===== src/rtl/regfile_pkg.sv =====
// Shared register-file package.
// Holds the register file geometry, the write-port record type and the stack pointer
// constants used elsewhere in the core.
package regfile_pkg;

  localparam int unsigned REGISTER_WIDTH = 32;
  localparam int unsigned REGISTER_DEPTH = 32;
  localparam int unsigned AW             = $clog2(REGISTER_DEPTH);

  // Not used by the write-back scoreboard; kept here for the rest of the core.
  localparam int unsigned STACK_POINTER_ADD = 2;
  localparam int unsigned STACK_POINTER_VAL = 1024;

  typedef logic [AW-1:0]             reg_addr_t;
  typedef logic [REGISTER_WIDTH-1:0] reg_data_t;

  // One register file write-port transfer.
  typedef struct packed {
    logic      we;
    reg_addr_t addr;
    reg_data_t data;
  } wb_port_t;

endpackage


===== src/rtl/regfile_wb_scoreboard_if.sv =====
// Bundle of the write-back scheduler signals.
// master : drives requests, issue info and source addresses (pipeline / test side).
// slave  : the scheduler; returns READY, STALL, the register file write port and BUSY_COUNT.
interface regfile_wb_scoreboard_if;
  import regfile_pkg::*;

  // Pipeline write-back request (A).
  logic      A_VALID;
  reg_addr_t A_ADDRESS;
  reg_data_t A_DATA;
  logic      A_READY;

  // Long-latency unit write-back request (B).
  logic      B_VALID;
  reg_addr_t B_ADDRESS;
  reg_data_t B_DATA;
  logic      B_READY;

  // Decode side.
  logic      ISSUE_VALID;
  reg_addr_t ISSUE_RD;
  logic      ISSUE_LONG;
  reg_addr_t RS1_ADDRESS;
  reg_addr_t RS2_ADDRESS;
  logic      STALL;

  // Register file write port and scoreboard occupancy.
  reg_addr_t     RD_ADDRESS;
  reg_data_t     RD_DATA;
  logic          RD_WRITE_EN;
  logic [AW:0]   BUSY_COUNT;

  modport master (
    output A_VALID, A_ADDRESS, A_DATA,
    output B_VALID, B_ADDRESS, B_DATA,
    output ISSUE_VALID, ISSUE_RD, ISSUE_LONG, RS1_ADDRESS, RS2_ADDRESS,
    input  A_READY, B_READY, STALL,
    input  RD_ADDRESS, RD_DATA, RD_WRITE_EN, BUSY_COUNT
  );

  modport slave (
    input  A_VALID, A_ADDRESS, A_DATA,
    input  B_VALID, B_ADDRESS, B_DATA,
    input  ISSUE_VALID, ISSUE_RD, ISSUE_LONG, RS1_ADDRESS, RS2_ADDRESS,
    output A_READY, B_READY, STALL,
    output RD_ADDRESS, RD_DATA, RD_WRITE_EN, BUSY_COUNT
  );

endinterface


===== src/rtl/wb_arbiter.sv =====
// Two-input write-back arbiter: A (pipeline) has fixed priority over B (long-latency unit),
// except that B is forced through once it has been refused STARVE_LIMIT cycles in a row.
// Ports:
//   CLK, RST          clock, asynchronous active-high reset
//   a_valid, b_valid  request lines
//   a_grant, b_grant  combinational grants, mutually exclusive
module wb_arbiter #(
  parameter int unsigned STARVE_LIMIT = 4
) (
  input  logic CLK,
  input  logic RST,
  input  logic a_valid,
  input  logic b_valid,
  output logic a_grant,
  output logic b_grant
);

  localparam logic [3:0] Limit = 4'(STARVE_LIMIT);

  logic [3:0] sc_q, sc_d;
  logic       starved;

  assign starved = (sc_q == Limit);

  always_comb begin
    b_grant = b_valid & (starved | ~a_valid);
    a_grant = a_valid & ~b_grant;
  end

  // Counts consecutive refusals of B; any cycle without a waiting B restarts it.
  always_comb begin
    sc_d = '0;
    if (b_valid && !b_grant) begin
      sc_d = starved ? sc_q : sc_q + 4'd1;
    end
  end

  always_ff @(posedge CLK or posedge RST) begin
    if (RST) begin
      sc_q <= '0;
    end else begin
      sc_q <= sc_d;
    end
  end

endmodule


===== src/rtl/regfile_wb_scoreboard.sv =====
// Write-back scheduler and scoreboard for the integer register file.
// Merges the pipeline (A) and long-latency unit (B) write-backs onto the single write port,
// tracks registers owned by in-flight long-latency operations and stalls decode on RAW/WAW
// hazards against them.
// Ports:
//   CLK, RST  clock, asynchronous active-high reset
//   bus       slave side of regfile_wb_scoreboard_if (requests, issue, STALL, write port)
module regfile_wb_scoreboard
  import regfile_pkg::*;
#(
  parameter int unsigned STARVE_LIMIT = 4
) (
  input  logic                      CLK,
  input  logic                      RST,
  regfile_wb_scoreboard_if.slave    bus
);

  localparam int unsigned CW = AW + 1;

  logic                      a_grant, b_grant;
  logic                      stall;
  logic                      busy_set;
  logic [REGISTER_DEPTH-1:0] busy_q, busy_d;
  logic [CW-1:0]             busy_count_q, busy_count_d;
  wb_port_t                  wb_q, wb_d;

  wb_arbiter #(
    .STARVE_LIMIT (STARVE_LIMIT)
  ) u_wb_arbiter (
    .CLK     (CLK),
    .RST     (RST),
    .a_valid (bus.A_VALID),
    .b_valid (bus.B_VALID),
    .a_grant (a_grant),
    .b_grant (b_grant)
  );

  assign bus.A_READY = a_grant;
  assign bus.B_READY = b_grant;

  // Sources read busy registers (RAW), or the destination is still owned (WAW).
  always_comb begin
    stall = busy_q[bus.RS1_ADDRESS] | busy_q[bus.RS2_ADDRESS] |
            (bus.ISSUE_VALID & busy_q[bus.ISSUE_RD]);
  end

  assign bus.STALL = stall;
  assign busy_set  = bus.ISSUE_VALID & bus.ISSUE_LONG & ~stall & (bus.ISSUE_RD != '0);

  // Clear before set so a same-index collision leaves the bit owned.
  always_comb begin
    busy_d = busy_q;
    if (b_grant) begin
      busy_d[bus.B_ADDRESS] = 1'b0;
    end
    if (busy_set) begin
      busy_d[bus.ISSUE_RD] = 1'b1;
    end
    busy_d[0] = 1'b0;
    busy_count_d = CW'($countones(busy_d));
  end

  // Address and data hold when idle; only the enable drops. x0 writes complete but never commit.
  always_comb begin
    wb_d    = wb_q;
    wb_d.we = 1'b0;
    if (a_grant) begin
      wb_d.we   = (bus.A_ADDRESS != '0);
      wb_d.addr = bus.A_ADDRESS;
      wb_d.data = bus.A_DATA;
    end else if (b_grant) begin
      wb_d.we   = (bus.B_ADDRESS != '0);
      wb_d.addr = bus.B_ADDRESS;
      wb_d.data = bus.B_DATA;
    end
  end

  always_ff @(posedge CLK or posedge RST) begin
    if (RST) begin
      busy_q       <= '0;
      busy_count_q <= '0;
      wb_q         <= '0;
    end else begin
      busy_q       <= busy_d;
      busy_count_q <= busy_count_d;
      wb_q         <= wb_d;
    end
  end

  assign bus.RD_WRITE_EN = wb_q.we;
  assign bus.RD_ADDRESS  = wb_q.addr;
  assign bus.RD_DATA     = wb_q.data;
  assign bus.BUSY_COUNT  = busy_count_q;

endmodule


===== src/flat_wrapper.sv =====
// flat-port wrapper written by rule: the top's interface ports become plain ports
module regfile_wb_scoreboard_flat import regfile_pkg::*;
#(
  parameter int unsigned STARVE_LIMIT = 4
)
  (CLK, RST, bus_A_VALID, bus_A_ADDRESS, bus_A_DATA, bus_B_VALID, bus_B_ADDRESS, bus_B_DATA, bus_ISSUE_VALID, bus_ISSUE_RD, bus_ISSUE_LONG, bus_RS1_ADDRESS, bus_RS2_ADDRESS, bus_A_READY, bus_B_READY, bus_STALL, bus_RD_ADDRESS, bus_RD_DATA, bus_RD_WRITE_EN, bus_BUSY_COUNT);
  regfile_wb_scoreboard_if bus_i ();
  input  logic CLK;
  input  logic RST;
  input wire logic [$bits(bus_i.A_VALID)-1:0] bus_A_VALID;
  input wire logic [$bits(bus_i.A_ADDRESS)-1:0] bus_A_ADDRESS;
  input wire logic [$bits(bus_i.A_DATA)-1:0] bus_A_DATA;
  input wire logic [$bits(bus_i.B_VALID)-1:0] bus_B_VALID;
  input wire logic [$bits(bus_i.B_ADDRESS)-1:0] bus_B_ADDRESS;
  input wire logic [$bits(bus_i.B_DATA)-1:0] bus_B_DATA;
  input wire logic [$bits(bus_i.ISSUE_VALID)-1:0] bus_ISSUE_VALID;
  input wire logic [$bits(bus_i.ISSUE_RD)-1:0] bus_ISSUE_RD;
  input wire logic [$bits(bus_i.ISSUE_LONG)-1:0] bus_ISSUE_LONG;
  input wire logic [$bits(bus_i.RS1_ADDRESS)-1:0] bus_RS1_ADDRESS;
  input wire logic [$bits(bus_i.RS2_ADDRESS)-1:0] bus_RS2_ADDRESS;
  output wire logic [$bits(bus_i.A_READY)-1:0] bus_A_READY;
  output wire logic [$bits(bus_i.B_READY)-1:0] bus_B_READY;
  output wire logic [$bits(bus_i.STALL)-1:0] bus_STALL;
  output wire logic [$bits(bus_i.RD_ADDRESS)-1:0] bus_RD_ADDRESS;
  output wire logic [$bits(bus_i.RD_DATA)-1:0] bus_RD_DATA;
  output wire logic [$bits(bus_i.RD_WRITE_EN)-1:0] bus_RD_WRITE_EN;
  output wire logic [$bits(bus_i.BUSY_COUNT)-1:0] bus_BUSY_COUNT;
  assign bus_i.A_VALID = bus_A_VALID;
  assign bus_i.A_ADDRESS = bus_A_ADDRESS;
  assign bus_i.A_DATA = bus_A_DATA;
  assign bus_i.B_VALID = bus_B_VALID;
  assign bus_i.B_ADDRESS = bus_B_ADDRESS;
  assign bus_i.B_DATA = bus_B_DATA;
  assign bus_i.ISSUE_VALID = bus_ISSUE_VALID;
  assign bus_i.ISSUE_RD = bus_ISSUE_RD;
  assign bus_i.ISSUE_LONG = bus_ISSUE_LONG;
  assign bus_i.RS1_ADDRESS = bus_RS1_ADDRESS;
  assign bus_i.RS2_ADDRESS = bus_RS2_ADDRESS;
  assign bus_A_READY = bus_i.A_READY;
  assign bus_B_READY = bus_i.B_READY;
  assign bus_STALL = bus_i.STALL;
  assign bus_RD_ADDRESS = bus_i.RD_ADDRESS;
  assign bus_RD_DATA = bus_i.RD_DATA;
  assign bus_RD_WRITE_EN = bus_i.RD_WRITE_EN;
  assign bus_BUSY_COUNT = bus_i.BUSY_COUNT;
  regfile_wb_scoreboard #(.STARVE_LIMIT(STARVE_LIMIT)) u_core (.CLK(CLK), .RST(RST), .bus(bus_i));
endmodule

===== config.mk =====
export PLATFORM = sky130hd
export DESIGN_NAME = regfile_wb_scoreboard_flat
export DESIGN_NICKNAME = d
export VERILOG_FILES = /design/src/rtl/regfile_pkg.sv /design/src/rtl/regfile_wb_scoreboard_if.sv /design/src/rtl/wb_arbiter.sv /design/src/rtl/regfile_wb_scoreboard.sv /design/src/flat_wrapper.sv
export SDC_FILE = /design/constraint.sdc
export NUM_CORES = 1
export LEC_CHECK = 0
export CAP_MARGIN = 20
export CELL_PAD_IN_SITES_DETAIL_PLACEMENT = 0
export CELL_PAD_IN_SITES_GLOBAL_PLACEMENT = 1
export CORE_MARGIN = 10
export CORE_UTILIZATION = 39
export CTS_BUF_LIST = sky130_fd_sc_hd__clkbuf_16
export DETAILED_ROUTE_END_ITERATION = 7
export PLACE_DENSITY_LB_ADDON = 0.1
export SYNTH_ARGS = -nofsm -noshare
export SYNTH_HDL_FRONTEND = slang
export SYNTH_SLANG_ARGS = --single-unit

===== constraint.sdc =====
create_clock -name CLK -period 7.25 [get_ports CLK]
set_input_delay 1.8125 -clock CLK [delete_from_list [all_inputs] [get_ports CLK]]
set_output_delay 1.8125 -clock CLK [all_outputs]
set_load 0.01 [all_outputs]

After elaboration in Yosys (flattened, before gate mapping)
Index checks and enable logic that the tools add are counted.

Register bits after elaboration: 79. Input bits: 95. Output and inout bits: 47. Logic and storage cells: 84.

Add/sub/neg operators: 31. Order comparisons: 6. Equality and inequality tests: 2. Mux-type cells: 16. Bitwise logic cells: 15. Reduce and logical (&&, ||, !) cells: 8.

Operators with widths (number): $add 6x6->6 (14); $mux 38 (2); $mux 32 (2); $and 32x32->32 (1); $not 32->32 (1); $or 32x32->32 (1); $add 1x1->2 (15); $lt 5x6->1 const B (4); $bmux 1 s5 (3); $reduce_bool 5->1 (3); $demux 1 s5 (2); $ge 5x1->1 const B (2); $mux 4 (2); $add 1x6->6 (1); $and 1x1->1 (6); $mux 1 (5); $add 4x1->4 const B (1); $eq 4x3->1 const B (1); $logic_and 1x1->1 (3); $not 1->1 (3); $or 1x1->1 (3); $ne 2x2->1 const B (1); $reduce_bool 2->1 (1); $logic_not 1->1 (1).

Depth between registers and ports, before layout
Depth after elaboration: 14. Mapped depth: 26.

Hierarchy
Synthesis repeated with hierarchy kept, for this count alone.

Cells, all modules: 505. Area total of the unflattened synthesis: 5215.0 µm².

By module, submodules not included: regfile_wb_scoreboard (instances 1, cells an instance 483, area an instance 5003.5 µm², sequential area each 1876.8 µm²); wb_arbiter (instances 1, cells an instance 22, area an instance 211.5 µm², sequential area each 100.1 µm²).

Least setup slack after synthesis
OpenSTA, ideal clock, no wires.

Path kind: input -> register. From: input bus_ISSUE_RD[1]. To: register u_core.busy_count_q[4], in the netlist u_core.bus.BUSY_COUNT[4]. Setup time: 0.080 ns. Arrival time: 7.811 ns. Setup slack: -0.641 ns. Stages: 23. Path buffers: 4. Path through: buf_2 buf_1 mux2i_1 o22ai_1 a211oi_2 o21ai_1 or3_1 buf_2 buf_6 o41ai_2 ha_1 inv_1 fa_1 fa_1 inv_1 fa_1 fa_1 fa_1 ha_1 fa_1 a21o_1 a21oi_1 xnor2_1.

Word-level cells in the longest chain between the ends: 13. Elaborated cells on any way between the ends: 45. Those cells by class: add/sub: 30; order compare: 2; mux: 5; bitwise: 6; reduce/logical: 2.

Ends and longest elaborated chain: start, declared (RTL line flat_wrapper.sv:17) `input wire logic [$bits(bus_i.ISSUE_RD)-1:0] bus_ISSUE_RD;`; $bmux 1 s5 (RTL line regfile_wb_scoreboard.sv:44) `(bus.ISSUE_VALID & busy_q[bus.ISSUE_RD]);`; $mux 1 (implied by the code) (RTL line regfile_wb_scoreboard.sv:44); $and 1x1->1 (RTL line regfile_wb_scoreboard.sv:44); $or 1x1->1 (RTL line regfile_wb_scoreboard.sv:43) `stall = busy_q[bus.RS1_ADDRESS] | busy_q[bus.RS2_ADDRESS] |`; $not 1->1 (RTL line regfile_wb_scoreboard.sv:48) `assign busy_set = bus.ISSUE_VALID & bus.ISSUE_LONG & ~stall & (bus.ISSUE_RD != '0);`; $and 1x1->1 (2 in series) (RTL line regfile_wb_scoreboard.sv:48); $mux 32 (*) (RTL line regfile_wb_scoreboard.sv:56) `if (busy_set) begin`; named net u_core.busy_d[25] (RTL line regfile_wb_scoreboard.sv:23) `logic [REGISTER_DEPTH-1:0] busy_q, busy_d;`; $add 1x1->2 (implied by the code) (*) (RTL line regfile_wb_scoreboard.sv:60) `busy_count_d = CW'($countones(busy_d));`; $add 6x6->6 (implied by the code) (*) (4 in series) (RTL line regfile_wb_scoreboard.sv:60); named net u_core.busy_count_d[4] (RTL line regfile_wb_scoreboard.sv:24) `logic [CW-1:0] busy_count_q, busy_count_d;`; end signal, assigned (RTL line regfile_wb_scoreboard.sv:85) `busy_count_q <= busy_count_d;`; end, declared (RTL line regfile_wb_scoreboard.sv:24).

The timed path passes the listed nets; every way through them passes the cells marked *. The select of a mux whose other input is x is not followed. A chain may end at the register's enable or synchronous reset.

Worst setup path in the final report
From: input bus_ISSUE_RD[0]. To: register u_core.busy_count_q[4], in the netlist u_core.bus.BUSY_COUNT[4].

Same word-level chain as after synthesis.

==> results.toml <==
[sta]
max_freq_mhz = 131
setup_ws_ns = -0.380
rsz0062_at_grt = "true"
tightest_slew_ns = 0.826
fin_skew_ns = 0.0102
slew_violations = 0
post-route-min-period_ns = 7.63
fin_tns_setup_ns = -1.22
report.final.setup_viol = 5
maxSlewHeadroom = 0.449
finalCritPeriodShare = 1.05
finalHoldViolCount = 0
hold_ws_ns = 0.485

[critical_path]
r2r-start = "u_core.busy_q[24]"
rrSetupSlack_ns = 0.73
path_class = "in -> reg"
cp-end-kind = "flop"
r2r_end = "u_core.bus.BUSY_COUNT[4]"
worstRegToRegCells = 21
worstPathArrival_ns = 7.89
critPathMaxFanout = 6
required_ns = 7.51
critPathLaunchType = "primary input"

[power]
p_leak_uw = 0.00426
power_density_nw_per_um2 = 254
ir_drop_v = 0.000283

[synthesis]
synth_adder_area_share = 0.149
async_flop_share = 1.00
yosys.area_share.xor_xnor = 0.00804
synth_ff_type = "dfrtp_1"
synthSimpleGateAreaFrac = 0.0684
netlist_instances = 489
synth_top_cell_by_area = "dfrtp_1"
synth_top_area_share = 0.363
yosysWarnings = 0
synth_common_cells = "inv_1, dfrtp_1, a222oi_1"
syn_nets = 634
synth.most_common_cell = "inv_1"
synth_top_family_by_area = "compound AO/OA/AOI/OAI gates"
netlist_area_um2 = 5450
synth_edf_count = 0
ys_ff_latch = 79
synthMuxAreaShare = 0.0981
ys_types = 46
synth_area_leaders = "dfrtp_1, fa_1, o41ai_2"
synth_compound_area_frac = 0.218
ys_seq_area_frac = 0.363
syn_area_per_cell_um2 = 11.1

[route]
vias = 5044
drc = 0
dr.pass1.iters = 7
vias_per_cell = 5.68
initialDrtViolationCount = 483
routedWlPerCell_um = 21.9
routed_wl_mm = 19.4
ant_nets = 0

[floorplan]
fp-row-count = 43
core_area_um2 = 13800
initial_core_util = 0.396
die_x_um = 138
die_height_um = 138
die-area_um2 = 19100
io_pins = 142

[clock_tree]
insertion_delay_ns = 0.34
cts_sinks = 79
path_clk_slew_ns = 0.06
htreeDepth = 3
cts.path.max_buffers = 2
numCtsBuffers = 9
cts_tree = "built"
clockRootBuffer = "clkbuf_16"

[cells_and_area]
design_area_um2 = 8490
area_growth_pct = 55.9
drive_above_1_share = 0.301
nets = 848
final_cell_count_no_fill = 888

[global_route]
grt_pass1_wl_mm = 29.8
grt_max_degree = 63
grt_pass1_vias = 5208
antenna_found_initial = 1
track_usage = 0.193
grt-ovfl-total = 0

[place]
port_buffers = 141
placed_area_um2 = 7470
globalplace.congestion = 0.886
place_ws_ns = -1.08
dp.cells = 834
dp_hpwl_mm = 14.0

[hold_path]
hp-start = "u_core.u_wb_arbiter.sc_q[0]"
holdPathEnd = "u_core.u_wb_arbiter.sc_q[0]"
hp-class = "reg -> reg"
holdPathStages = 1

[outcome]
status = "finished, violations left"
violations = "negative setup slack"

[run]
drv_cap = 0
## layout by cell type, fill, tap and decap left out, types with 10 or more instances in the layout
cell type          n
mux2i_1           12
buf_4             85
a222oi_1          37
ha_1              18
nand2_1           10
mux4_2            17
inv_1             77
inv_2             11
o41ai_4           19
o21ai_0           35
clkdlybuf4s50_1  130
fa_1              22
nor2_1            12
dfrtp_1           79
## logic make-up (layout without fill, tap and decap cells)
kind of cell	count (synthesis)	in the layout
AOI/OAI and AO/OA	129	129
xor gates and xnor gates	5	5
adders and majority gates	50	50
buffers and inverters	128	346
DFF	79	79
muxes	32	32
other	0	1
and+or+nand+nor	66	66
## flip-flops by register name, summed over array words and instances, names as in the netlist
name,count
u_core.bus.BUSY_COUNT,6
u_core.busy_q,31
u_core.u_wb_arbiter.sc_q,4
u_core.bus.RD_ADDRESS,5
u_core.bus.RD_DATA,32
u_core.bus.RD_WRITE_EN,1
## worst max path at each step
stage | from | end | cells past startpoint
4_1_cts | bus_ISSUE_RD[0] | u_core.bus.BUSY_COUNT[4] | 24
3_3_place_gp | bus_ISSUE_RD[0] | u_core.bus.BUSY_COUNT[4] | 22
5_1_grt | bus_ISSUE_RD[0] | u_core.bus.BUSY_COUNT[5] | 25
6_report | bus_ISSUE_RD[0] | u_core.bus.BUSY_COUNT[4] | 22
2_1_floorplan | bus_ISSUE_RD[0] | u_core.bus.BUSY_COUNT[4] | 22
3_5_place_dp | bus_ISSUE_RD[0] | u_core.bus.BUSY_COUNT[4] | 22
## layout make-up
class / instances / area (µm²)
Fill cell: 1162 / 5280
Multi-Input combinational cell: 282 / 3320
Timing Repair Buffer: 242 / 2360
Sequential cell: 79 / 1980
Inverter: 89 / 335
Clock buffer: 9 / 225
Tap cell: 180 / 225
Clock inverter: 6 / 47.5
Antenna cell: 1 / 2.50
## repair_timing
| action | 4_1_cts | 5_1_grt |
|---|---|---|
| setup buffers | 16 | 19 |
| endpoints found under the hold margin | 0 | 0 |
| hold buffers | 0 | 0 |
| cloned | 5 | 0 |
| resized for setup | 70 | 24 |
| pin swaps | 26 | 44 |
| endpoints found under the setup margin | 6 | 5 |
## worst max-delay path, stage by stage
cell,delay [ns]
buf_12,0.09
mux4_2,0.49
a22o_1,0.23
a211oi_2,0.20
o21ai_1,0.11
or3_4,0.43
buf_12,0.15
buf_12,0.14
o41ai_4,0.43
ha_1,0.30
inv_2,0.06
fa_1,0.43
fa_1,0.57
inv_2,0.04
fa_2,0.53
fa_1,0.42
fa_1,0.45
ha_2,0.20
fa_2,0.34
a21o_1,0.17
a21oi_2,0.15
xnor2_1,0.13
## where the power goes
group	internal (µW)	switching (µW)	total, µW	leakage, µW
Clock	232	190	422	0.000133
Sequential	510	52.7	562	0.00102
Combinational	604	565	1170	0.00311
Total	1350	807	2150	0.00426
## layer usage
| layer | GRT usage | part of all wire |
|---|---|---|
| met4 | 0.0710 | 0.028 |
| met1 | 0.227 | 0.39 |
| met2 | 0.331 | 0.52 |
| met5 | 0 | 0 |
| met3 | 0.0507 | 0.066 |
## stage by stage
step	utilization	power [µW]
2_1_floorplan	-	1240
3_3_place_gp	0.542	1640
3_5_place_dp	0.542	1640
4_1_cts	0.604	2160
5_1_grt	0.616	2350
6_report	0.616	2150
No activity file was read; power rests on OpenSTA's default activity.
